File: src/rtl/dnn_fc_layer_fix.sv
// dnn_fc_layer_fix: fixed-point fully-connected layer engine.
// The engine shares one read-only memory port for activations, weights and the
// sigmoid LUT. It caches the activation vector, evaluates N_OUT neurons one after
// another with a saturating MAC, and maps each accumulator through the LUT.
// Optional build macro DNN_FC_ARGMAX_EN adds class_idx/class_valid argmax outputs.
module dnn_fc_layer_fix #(
  parameter int                           DATA_WIDTH    = 5,
  parameter int                           ADDR_WIDTH    = 16,
  parameter int                           N_IN          = 400,
  parameter int                           N_OUT         = 10,
  parameter int                           FRAC_BITS     = 3,
  parameter int                           ACC_WIDTH     = 16,
  parameter int                           LUT_AW        = 5,
  parameter logic [ADDR_WIDTH-1:0]        ADDR_BASE_A   = 16'h0000,
  parameter logic [ADDR_WIDTH-1:0]        ADDR_BASE_W   = 16'h0191,
  parameter logic [ADDR_WIDTH-1:0]        ADDR_BASE_LUT = 16'h29be,
  parameter logic signed [DATA_WIDTH-1:0] BIAS_VAL      = 5'b01000
) (
  input  logic                         clk,
  input  logic                         rst,
  input  logic                         start,
  input  logic                         clear,
  input  logic signed [DATA_WIDTH-1:0] mem_data,
  output logic [ADDR_WIDTH-1:0]        mem_addr,
  output logic                         busy,
  output logic                         done,
  output logic                         acc_sat,
  output logic signed [DATA_WIDTH-1:0] out [N_OUT]
`ifdef DNN_FC_ARGMAX_EN
  ,
  output logic [((N_OUT > 1) ? $clog2(N_OUT) : 1)-1:0] class_idx,
  output logic                         class_valid
`endif
);

  localparam int KW  = $clog2(N_IN + 2);
  localparam int JW  = (N_OUT > 1) ? $clog2(N_OUT) : 1;
  localparam int AIW = (N_IN > 1) ? $clog2(N_IN) : 1;
  localparam int PW  = 2 * DATA_WIDTH;
  localparam int SW  = ((ACC_WIDTH > PW) ? ACC_WIDTH : PW) + 1;

  localparam logic [KW-1:0]         K_LAST_A = KW'(N_IN);
  localparam logic [KW-1:0]         K_LAST_M = KW'(N_IN + 1);
  localparam logic [JW-1:0]         J_LAST   = JW'(N_OUT - 1);
  localparam logic [ADDR_WIDTH-1:0] ROW_A    = ADDR_WIDTH'(N_IN + 1);

  localparam logic signed [SW-1:0] SUM_MAX = {{(SW-ACC_WIDTH+1){1'b0}}, {(ACC_WIDTH-1){1'b1}}};
  localparam logic signed [SW-1:0] SUM_MIN = ~SUM_MAX;
  localparam logic signed [ACC_WIDTH-1:0] ACC_MAX = {1'b0, {(ACC_WIDTH-1){1'b1}}};
  localparam logic signed [ACC_WIDTH-1:0] ACC_MIN = {1'b1, {(ACC_WIDTH-1){1'b0}}};

  localparam logic signed [ACC_WIDTH-1:0] IDX_MAX  = ACC_WIDTH'((1 << (LUT_AW-1)) - 1);
  localparam logic signed [ACC_WIDTH-1:0] IDX_MIN  = ACC_WIDTH'(-(1 << (LUT_AW-1)));
  localparam logic signed [ACC_WIDTH-1:0] IDX_HALF = ACC_WIDTH'(1 << (LUT_AW-1));

  typedef enum logic [2:0] {
    S_IDLE, S_LOAD_A, S_MAC, S_LUT_RD, S_LUT_WR, S_DONE
  } state_t;

  state_t                         r_state, w_state_nxt;
  logic [KW-1:0]                  r_k;
  logic [JW-1:0]                  r_j;
  logic signed [ACC_WIDTH-1:0]    r_acc;
  logic                           r_sat;
  logic [ADDR_WIDTH-1:0]          r_wbase;
  logic [ADDR_WIDTH-1:0]          r_addr_q;
  logic signed [DATA_WIDTH-1:0]   r_abuf [N_IN];
  logic signed [DATA_WIDTH-1:0]   r_out  [N_OUT];

  logic [AIW-1:0]                 w_aidx;
  logic signed [DATA_WIDTH-1:0]   w_op;
  logic signed [PW-1:0]           w_prod;
  logic [ACC_WIDTH:0]             w_sum;
  logic [ADDR_WIDTH-1:0]          w_addr;
  logic                           w_soft_rst;

  // Accumulate with clamping; MSB of the result flags that a clamp occurred.
  function automatic logic [ACC_WIDTH:0] sat_add(input logic signed [ACC_WIDTH-1:0] acc,
                                                 input logic signed [PW-1:0]        prod);
    logic signed [SW-1:0] sum;
    sum = $signed({{(SW-ACC_WIDTH){acc[ACC_WIDTH-1]}}, acc})
        + $signed({{(SW-PW){prod[PW-1]}}, prod});
    if (sum > SUM_MAX)      return {1'b1, ACC_MAX};
    else if (sum < SUM_MIN) return {1'b1, ACC_MIN};
    else                    return {1'b0, ACC_WIDTH'(sum)};
  endfunction

  // Integer part of the accumulator, clamped to the LUT range and re-biased to 0..2^LUT_AW-1.
  function automatic logic [LUT_AW-1:0] lut_off(input logic signed [ACC_WIDTH-1:0] acc);
    logic signed [ACC_WIDTH-1:0] idx;
    idx = acc >>> FRAC_BITS;
    if (idx > IDX_MAX)      idx = IDX_MAX;
    else if (idx < IDX_MIN) idx = IDX_MIN;
    idx = idx + IDX_HALF;
    return LUT_AW'(idx);
  endfunction

  assign w_soft_rst = rst || clear;
  assign w_aidx     = AIW'(r_k - KW'(1));
  assign w_op       = (r_k == K_LAST_M) ? BIAS_VAL : r_abuf[w_aidx];
  assign w_prod     = $signed({{DATA_WIDTH{mem_data[DATA_WIDTH-1]}}, mem_data})
                    * $signed({{DATA_WIDTH{w_op[DATA_WIDTH-1]}}, w_op});
  assign w_sum      = sat_add(r_acc, w_prod);
  assign out        = r_out;
  assign acc_sat    = r_sat;

  // State register; rst and clear both return the engine to IDLE.
  always_ff @(posedge clk) begin
    if (w_soft_rst) r_state <= S_IDLE;
    else            r_state <= w_state_nxt;
  end

  // Next-state, memory address and status decode; address holds when no read is issued.
  always_comb begin
    w_state_nxt = r_state;
    w_addr      = r_addr_q;
    busy        = 1'b1;
    done        = 1'b0;
    case (r_state)
      S_IDLE: begin
        busy = 1'b0;
        if (start) w_state_nxt = S_LOAD_A;
      end
      S_LOAD_A: begin
        if (r_k != K_LAST_A) w_addr = ADDR_BASE_A + ADDR_WIDTH'(r_k);
        else                 w_state_nxt = S_MAC;
      end
      S_MAC: begin
        if (r_k != K_LAST_M) w_addr = r_wbase + ADDR_WIDTH'(r_k);
        else                 w_state_nxt = S_LUT_RD;
      end
      S_LUT_RD: begin
        w_addr      = ADDR_BASE_LUT + ADDR_WIDTH'(lut_off(r_acc));
        w_state_nxt = S_LUT_WR;
      end
      S_LUT_WR: begin
        w_state_nxt = (r_j == J_LAST) ? S_DONE : S_MAC;
      end
      S_DONE: begin
        busy = 1'b0;
        done = 1'b1;
        if (start) w_state_nxt = S_LOAD_A;
      end
      default: begin
        busy        = 1'b0;
        w_state_nxt = S_IDLE;
      end
    endcase
  end

  assign mem_addr = w_addr;

  // Counters, activation cache, accumulator and neuron outputs.
  always_ff @(posedge clk) begin
    if (w_soft_rst) begin
      r_k      <= '0;
      r_j      <= '0;
      r_acc    <= '0;
      r_sat    <= 1'b0;
      r_wbase  <= ADDR_BASE_W;
      r_addr_q <= '0;
      for (int i = 0; i < N_IN; i++)  r_abuf[i] <= '0;
      for (int i = 0; i < N_OUT; i++) r_out[i]  <= '0;
    end else begin
      r_addr_q <= w_addr;
      case (r_state)
        S_IDLE, S_DONE: begin
          if (start) begin
            r_k     <= '0;
            r_j     <= '0;
            r_sat   <= 1'b0;
            r_wbase <= ADDR_BASE_W;
          end
        end
        S_LOAD_A: begin
          // Read data lags the address by one cycle, so cycle k captures word k-1.
          if (r_k != '0) r_abuf[w_aidx] <= mem_data;
          if (r_k == K_LAST_A) begin
            r_k   <= '0;
            r_acc <= '0;
          end else begin
            r_k <= r_k + KW'(1);
          end
        end
        S_MAC: begin
          if (r_k != '0) begin
            r_acc <= ACC_WIDTH'(w_sum);
            if (w_sum[ACC_WIDTH]) r_sat <= 1'b1;
          end
          if (r_k == K_LAST_M) r_k <= '0;
          else                 r_k <= r_k + KW'(1);
        end
        S_LUT_WR: begin
          r_out[r_j] <= mem_data;
          if (r_j != J_LAST) begin
            r_j     <= r_j + JW'(1);
            r_wbase <= r_wbase + ROW_A;
            r_acc   <= '0;
          end
        end
        default: ;
      endcase
    end
  end

`ifdef DNN_FC_ARGMAX_EN
  logic signed [DATA_WIDTH-1:0] r_max;
  logic [JW-1:0]                r_cls;

  // Running argmax over LUT results; only a strictly larger value moves the index.
  always_ff @(posedge clk) begin
    if (w_soft_rst) begin
      r_max <= '0;
      r_cls <= '0;
    end else if (r_state == S_LUT_WR) begin
      if ((r_j == '0) || (mem_data > r_max)) begin
        r_max <= mem_data;
        r_cls <= r_j;
      end
    end
  end

  assign class_idx   = r_cls;
  assign class_valid = done;
`endif

endmodule

File: config.mk
export PLATFORM = sky130hd
export DESIGN_NAME = dnn_fc_layer_fix
export DESIGN_NICKNAME = d
export VERILOG_FILES = /design/src/rtl/dnn_fc_layer_fix.sv
export SDC_FILE = /design/constraint.sdc
export NUM_CORES = 2
export LEC_CHECK = 0
export ABC_AREA = 1
export BUFFER_PORTS_ARGS = -buffer_cell sky130_fd_sc_hd__buf_4
export CAP_MARGIN = 40
export CORE_MARGIN = 2
export CORE_UTILIZATION = 57
export CTS_CLUSTER_SIZE = 16
export DETAILED_ROUTE_END_ITERATION = 8
export HOLD_SLACK_MARGIN = 0.06
export PLACE_DENSITY_LB_ADDON = 0.25
export REMOVE_ABC_BUFFERS = 1
export SYNTH_ARGS = -nofsm -noshare
export SYNTH_HDL_FRONTEND = slang
export SYNTH_SLANG_ARGS = --single-unit
export TNS_END_PERCENT = 30
File: constraint.sdc
create_clock -name clk -period 7.5 [get_ports clk]
set_clock_uncertainty 0.2 [all_clocks]
set_input_delay 0.75 -clock clk [delete_from_list [all_inputs] [get_ports clk]]
set_output_delay 0.75 -clock clk [all_outputs]
set_load 0.01 [all_outputs]
# Yosys cells after proc, flatten, opt, wreduce, memory -nomap -nowiden
# Memory sizes are Yosys's and may differ from the RTL's.
# Index checks and enable logic that the tools add are counted.
[word_totals]
reg_bits = 115
ramBits = 2000
word_cells = 114
n_memories = 1
[mem_list]
columns = ["name", "words", "word_bits", "rd", "rd_clocked_by_memory_dff", "write_ports", "line_no", "rtl"]
rows = [
  ["r_abuf", 400, 5, 1, 0, 400, "67", "logic signed [DATA_WIDTH-1:0] r_abuf [N_IN];"],
]
[op_classes]
n_addsub = 8
n_mul = 1
order_cmp = 6
eq_ne = 18
n_mux = 46
bitwise_logic = 1
reduce_logical = 16
[ops]
columns = ["op", "count"]
rows = [
  ["$mux 16", 7],
  ["$pmux 16 s3", 2],
  ["$bwmux 50", 1],
  ["$mux 9", 4],
  ["$mux 17", 2],
  ["$pmux 16 s2", 1],
  ["$mux 5", 6],
  ["$pmux 9 s3", 1],
  ["$demux 5 s4", 1],
  ["$eq 9x9->1 const B", 2],
  ["$ne 9x9->1 const B", 2],
  ["$add 16x10->17", 1],
  ["$gt 17x16->1 const B", 1],
  ["$lt 17x16->1 const B", 1],
  ["$add 16x9->16", 1],
  ["$add 16x9->16 const B", 1],
  ["$add 14x5->15 const A", 1],
  ["$pmux 3 s5", 1],
  ["$gt 13x5->1 const B", 1],
  ["$lt 13x5->1 const B", 1],
  ["$mux 1", 12],
  ["$mux 3", 4],
  ["$ne 2x2->1 const B", 6],
  ["$mul 5x5->10", 1],
  ["28 further kinds", 35],
]

# Longest topological paths before layout
# An unclocked memory read counts as a cell.
[logic_depth]
ltp_word = 11
depth_mapped = 44

# Least setup slack after synthesis
# Ideal clock, no wire load.
[synth_path]
path_kind = "flip-flop to flip-flop"
from = "register r_k[0]"
to = "register r_acc[0]"
setup_ns = 0.071
t_arrival_ns = 7.653
required_ns = 7.229
setup_slack_ns = -0.423
stages_incl_launch_ff = 39
synth_period_minus_slack_ns = 7.923
cell_sequence = "dfxtp_1 -> inv_1 -> buf_2 -> clkbuf_1 -> buf_2 -> buf_1 -> ha_1 -> xor2_1 -> clkbuf_1 -> clkbuf_1 -> a21oi_1 -> o21ai_0 -> nand2_1 -> nand2_1 -> nand3_1 -> nand2_1 -> nand3_1 -> nor2_1 -> (+3 left out) -> inv_1 -> fa_1 -> inv_1 -> fa_1 -> fa_1 -> fa_1 -> nand2_1 -> inv_1 -> nor2_1 -> o21bai_1 -> nand2_1 -> nand2_1 -> a21oi_1 -> xor2_1 -> a21oi_1 -> buf_2 -> nand2_1 -> a21oi_1"
[synth_via]
elab_chain_len = 10
elab_cells_between_ends = 17
[synth_lines]
columns = ["element", "line_no", "rtl"]
rows = [
  ["from (decl)", "61", "logic [KW-1:0] r_k;"],
  ["from (signal assigned)", "182", "r_k <= r_k + KW'(1);"],
  ["from (signal assigned)", "191", "else r_k <= r_k + KW'(1);"],
  ["$sub 9x1->9", "99", "assign w_aidx = AIW'(r_k - KW'(1));"],
  ["$mem_v2 400x5", "n/a", ""],
  ["$mux 5", "100", "assign w_op = (r_k == K_LAST_M) ? BIAS_VAL : r_abuf[w_aidx];"],
  ["$mul 5x5->10", "102", "* $signed({{DATA_WIDTH{w_op[DATA_WIDTH-1]}}, w_op});"],
  ["$add 16x10->17", "82", "+ $signed({{(SW-PW){prod[PW-1]}}, prod});"],
  ["$lt 17x16->1", "84", "else if (sum < SUM_MIN) return {1'b1, ACC_MIN};"],
  ["$mux 17", "84", ""],
  ["$mux 17", "83", "if (sum > SUM_MAX) return {1'b1, ACC_MAX};"],
  ["$mux 16", "186", "if (r_k != '0) begin"],
  ["$pmux 16 s3", "166", "case (r_state)"],
  ["to (signal assigned)", "187", "r_acc <= ACC_WIDTH'(w_sum);"],
  ["to (decl)", "63", "logic signed [ACC_WIDTH-1:0] r_acc;"],
]
# Several ways; a longest one is shown, not always the timed one. The select of a mux whose other input is x is not followed.
# A chain may end at the register's enable or synchronous reset.

# Final worst setup path
[layout_path]
from = "register r_k[0]"
to = "register r_acc[12]"
# Same word-level chain as after synthesis.

==> impl_metrics.prom <==
# TYPE chip_impl_metric gauge
chip_impl_info{name="outcome",value="finished, violations left"} 1
chip_impl_info{name="violations",value="DRC"} 1
chip_impl_metric{name="first_global_vias",unit=""} 93560
chip_impl_metric{name="tns",unit="ns"} 0
chip_impl_info{name="endpoint_kind",value="flip-flop"} 1
chip_impl_metric{name="post_drt_via_cell_ratio",unit=""} 6.078
chip_impl_metric{name="post_synth_edffs",unit=""} 2560
chip_impl_metric{name="finalHoldViolations",unit=""} 0
chip_impl_info{name="cts_root_cell",value="sky130_fd_sc_hd__clkbuf_16"} 1
chip_impl_metric{name="report.final.setup_viol",unit=""} 0
chip_impl_info{name="worst_setup_path_start_kind",value="flip-flop"} 1
chip_impl_metric{name="synthDistinctLibCells",unit=""} 45
chip_impl_info{name="timing_worst_setup_path_type",value="reg2reg"} 1
chip_impl_metric{name="drcViolationCount",unit=""} 7
chip_impl_metric{name="share_comb_of_total_power",unit=""} 0.173
chip_impl_metric{name="place.detailed.hpwl",unit="mm"} 229.1
chip_impl_metric{name="p_sw",unit="mW"} 10.07
chip_impl_metric{name="synth_seq_area_share",unit=""} 0.6417
chip_impl_metric{name="max-vdd-ir-drop",unit="uV"} 391.0
chip_impl_metric{name="drt_pass1_iterations",unit=""} 9
chip_impl_metric{name="number_of_buffer_cells_added_on_primary_ports",unit=""} 77
chip_impl_metric{name="data_required_time_at_the_worst_endpoint",unit="ns"} 8.11
chip_impl_metric{name="syn2layout_area_growth",unit="%"} 12.98
chip_impl_metric{name="insertion_delay",unit="ns"} 0.95
chip_impl_metric{name="postRouteAntennaNets",unit=""} 0
chip_impl_metric{name="clkSlewWorstSetupHoldPaths",unit="ns"} 0.06
chip_impl_info{name="min-delay-path-class",value="in2reg"} 1
chip_impl_info{name="tritoncts",value="done"} 1
chip_impl_metric{name="crit_path_max_fanout",unit=""} 14
chip_impl_metric{name="grt_start_max_net_pins",unit=""} 182
chip_impl_metric{name="fraction_of_synthesized_cell_area_taken_by_the_top_area_cell_type",unit=""} 0.6231
chip_impl_metric{name="relSlewSlack",unit=""} 0.2965
chip_impl_info{name="synth_most_common_cell",value="sky130_fd_sc_hd__nand2_1"} 1
chip_impl_metric{name="fin_crit_sh",unit=""} 0.9940
chip_impl_metric{name="synth_warnings",unit=""} 0
chip_impl_metric{name="finalWirelength",unit="mm"} 386.9
chip_impl_metric{name="rows",unit=""} 170
chip_impl_metric{name="switching_share",unit=""} 0.2717
chip_impl_metric{name="layout-drive-gt1-share",unit=""} 0.08034
chip_impl_metric{name="grt_remaining_overflow",unit=""} 0
chip_impl_metric{name="chipHeight",unit="um"} 469.2
chip_impl_metric{name="drtIter0Drc",unit=""} 15280
chip_impl_metric{name="critical_path_buffer_and_inverter_count",unit=""} 8
chip_impl_metric{name="timing.max_cap.violations",unit=""} 0
chip_impl_metric{name="internal_power",unit="mW"} 26.99
chip_impl_metric{name="cellPowerDensity",unit="nW/um^2"} 265.9
chip_impl_metric{name="tritoncts.num_buffers",unit=""} 291
chip_impl_metric{name="async_flop_share",unit=""} 0
chip_impl_metric{name="timing.critical_path.slowest_cell_delay",unit="ns"} 0.55
chip_impl_metric{name="longest_clk_path_bufs",unit=""} 4
chip_impl_metric{name="post-route-min-period",unit="ns"} 7.455
chip_impl_metric{name="coreArea",unit="sq um"} 214800
chip_impl_metric{name="number_of_clock_sinks_seen_by_cts",unit=""} 2675
chip_impl_metric{name="drv_slew",unit=""} 0
chip_impl_info{name="cp_slowest_cell",value="sky130_fd_sc_hd__fa_1"} 1
chip_impl_metric{name="number_of_antenna_violations_at_the_first_check_in_global_routing",unit=""} 14
chip_impl_info{name="synth.top_cells.by_area",value="sky130_fd_sc_hd__edfxtp_1 (62%), sky130_fd_sc_hd__nand2_1 (14%), sky130_fd_sc_hd__nor2_1 (7.8%), sky130_fd_sc_hd__nand3_1 (4.9%), sky130_fd_sc_hd__clkbuf_1 (2.0%)"} 1
chip_impl_metric{name="chipWidth",unit="um"} 469.2
chip_impl_metric{name="syn-cell-area",unit="sq um"} 123400
chip_impl_metric{name="io-pin-count",unit=""} 78
chip_impl_metric{name="crit_arrival",unit="ns"} 8.07
chip_impl_metric{name="syn_inst",unit=""} 13300
chip_impl_metric{name="die_area",unit="sq um"} 220200
chip_impl_metric{name="starting_density_of_the_core",unit=""} 0.5743
chip_impl_info{name="yosys_most_used_dff",value="sky130_fd_sc_hd__edfxtp_1"} 1
chip_impl_metric{name="grt_pass1_wl",unit="mm"} 560.6
chip_impl_metric{name="syn_area_per_cell",unit="sq um"} 9.279
chip_impl_info{name="critical_path.most_common_cell",value="sky130_fd_sc_hd__nand2_1"} 1
chip_impl_metric{name="htreeDepth",unit=""} 5
chip_impl_metric{name="globalplace.congestion",unit=""} 0.9598
chip_impl_info{name="synth_area_leader_cell",value="sky130_fd_sc_hd__edfxtp_1"} 1
chip_impl_info{name="timing.critical_path.max_delay_family",value="adder cells"} 1
chip_impl_metric{name="grt_util_all_layers",unit=""} 0.3328
chip_impl_metric{name="power_frac_seq",unit=""} 0.456
chip_impl_metric{name="max_clock_freq",unit="MHz"} 134.1
chip_impl_metric{name="layoutNonFillerInstCount",unit=""} 16310
chip_impl_metric{name="synth-seq-cells",unit=""} 2675
chip_impl_metric{name="timing_worst_slew_pin_value",unit="ns"} 1.055
chip_impl_metric{name="dp_cells",unit=""} 15740
chip_impl_metric{name="clkPwrFrac",unit=""} 0.370
chip_impl_metric{name="vias",unit=""} 99140
chip_impl_metric{name="final_net_count",unit=""} 13370
chip_impl_info{name="netlist_top_cells_count",value="sky130_fd_sc_hd__nand2_1 (4696), sky130_fd_sc_hd__nor2_1 (2569), sky130_fd_sc_hd__edfxtp_1 (2560)"} 1
chip_impl_metric{name="power.leakage",unit="nW"} 56.39
chip_impl_metric{name="routed_wire_length_per_instance",unit="um"} 23.72
-- sequential cells by signal (all words and copies together) (netlist names) --
name	cells
acc_sat	1
out	50
r_abuf	2560
r_addr_q	16
r_k	9
r_j	4
r_acc	16
r_state	3
r_wbase	16
-- power by group through the flow --
stage / sequential [mW] / combinational [mW] / clock (mW)
floorplan: 17.2 / 3.57 / 0
global placement: 17.2 / 5.79 / 0
detailed placement: 17.2 / 5.86 / 0
CTS: 16.9 / 5.93 / 13.7
global route: 16.9 / 6.96 / 14.3
finish: 16.9 / 6.43 / 13.7
-- layout by cell type (no fill, tap or decap), types with 12 or more instances in the layout --
master	instances
sky130_fd_sc_hd__bufinv_16	16
sky130_fd_sc_hd__nor2_2	30
sky130_fd_sc_hd__nor2_1	2537
sky130_fd_sc_hd__buf_16	43
sky130_fd_sc_hd__nor2_4	26
sky130_fd_sc_hd__clkbuf_16	327
sky130_fd_sc_hd__clkinv_1	76
sky130_fd_sc_hd__nor3_1	24
sky130_fd_sc_hd__dfxtp_1	114
sky130_fd_sc_hd__buf_12	69
sky130_fd_sc_hd__ha_1	50
sky130_fd_sc_hd__o21ai_0	342
sky130_fd_sc_hd__buf_4	373
sky130_fd_sc_hd__nand2_2	16
sky130_fd_sc_hd__edfxtp_1	2560
sky130_fd_sc_hd__o21ai_1	19
sky130_fd_sc_hd__inv_2	31
sky130_fd_sc_hd__fa_1	48
sky130_fd_sc_hd__xor2_1	16
sky130_fd_sc_hd__a21oi_1	289
sky130_fd_sc_hd__clkbuf_1	57
sky130_fd_sc_hd__nand2_1	4679
sky130_fd_sc_hd__o22ai_1	26
sky130_fd_sc_hd__clkinv_2	34
sky130_fd_sc_hd__a22o_1	12
sky130_fd_sc_hd__inv_1	272
sky130_fd_sc_hd__nand3_1	1187
sky130_fd_sc_hd__nand3_2	14
sky130_fd_sc_hd__nand4_1	28
-- worst paths after layout --
kind	from	endpoint	slack [ns]	cells after the start
min reg2reg	r_acc[0]	r_acc[0]	0.27	2
max reg2reg	r_k[0]	r_acc[12]	0.04	34
min	mem_data[4]	r_abuf[208][4]	0.13	3
max	r_k[0]	r_acc[12]	0.04	34
-- per-layer routing --
layer	global-route usage	routed length [um]	part of all wire	vias to the layer above
met5	0	92	0.00024	-
met4	0.1643	22200	0.057	14
met3	0.07228	51050	0.13	1197
met2	0.5296	176600	0.46	6989
met1	0.4350	137000	0.35	46980
li1	-	-	-	43950
-- timing repair --
item,4_1_cts,5_1_grt
endpoints found under the setup margin,17,17
gates cloned,0,29
hold buffers,2,0
hold endpoints to repair,11,0
resized for setup,14,161
buffers inserted,0,25
pin swaps,0,23
-- worst register-to-register path, delay by kind of cell, from the launching register on --
kind / cells / cell delay (ns)
AND/OR/NAND/NOR: 12 / 1.33
flip-flops: 1 / 0.39
AO/OA/AOI/OAI: 7 / 1.39
adder cells (fa/ha/maj): 6 / 2.72
XOR/XNOR: 1 / 0.25
buffers and inverters: 8 / 1.02
-- through the flow --
step / utilization / worst slack (ns) / area (sq um) / hold WS (ns) / total power, mW
4_1_cts: 0.6414 / 0.001529 / 137800 / 0.1186 / 36.56
6_report: 0.6489 / 0.04482 / 139400 / 0.1327 / 37.06
3_3_place_gp: 0.5971 / -0.4071 / 128300 / 0.2594 / 23.00
3_5_place_dp: 0.5996 / -0.3468 / 128800 / 0.2636 / 23.07
2_1_floorplan: - / -148.59 / 119900 / 0.2453 / 20.82
5_1_grt: 0.6488 / -0.06117 / 139400 / 0.1598 / 38.22
-- cell families (layout without fill, tap and decap cells) --
| family | after synthesis | count (layout) | synth area share |
|---|---|---|---|
| and+or+nand+nor | 8559 | 8559 | 0.2743 |
| adders and majority gates | 100 | 100 | 0.01306 |
| buffers and inverters | 1197 | 1367 | 0.03764 |
| xor gates and xnor gates | 28 | 28 | 0.001988 |
| AOI/OAI and AO/OA | 738 | 738 | 0.03126 |
| other | 0 | 6 | 0 |
| DFF | 2675 | 2675 | 0.6417 |
-- area by class of cell --
type | count | area, sq um
antenna | 6 | 15.01
clock buffer | 363 | 7815
clock inverter | 141 | 1085
fill | 16580 | 75430
inverter | 318 | 1277
multi-input combinational | 9425 | 40090
sequential | 2675 | 79180
tap | 2838 | 3551
timing repair buffer | 543 | 6357
timing repair inverter | 2 | 22.52
Power figures use the tool's default switching activity.
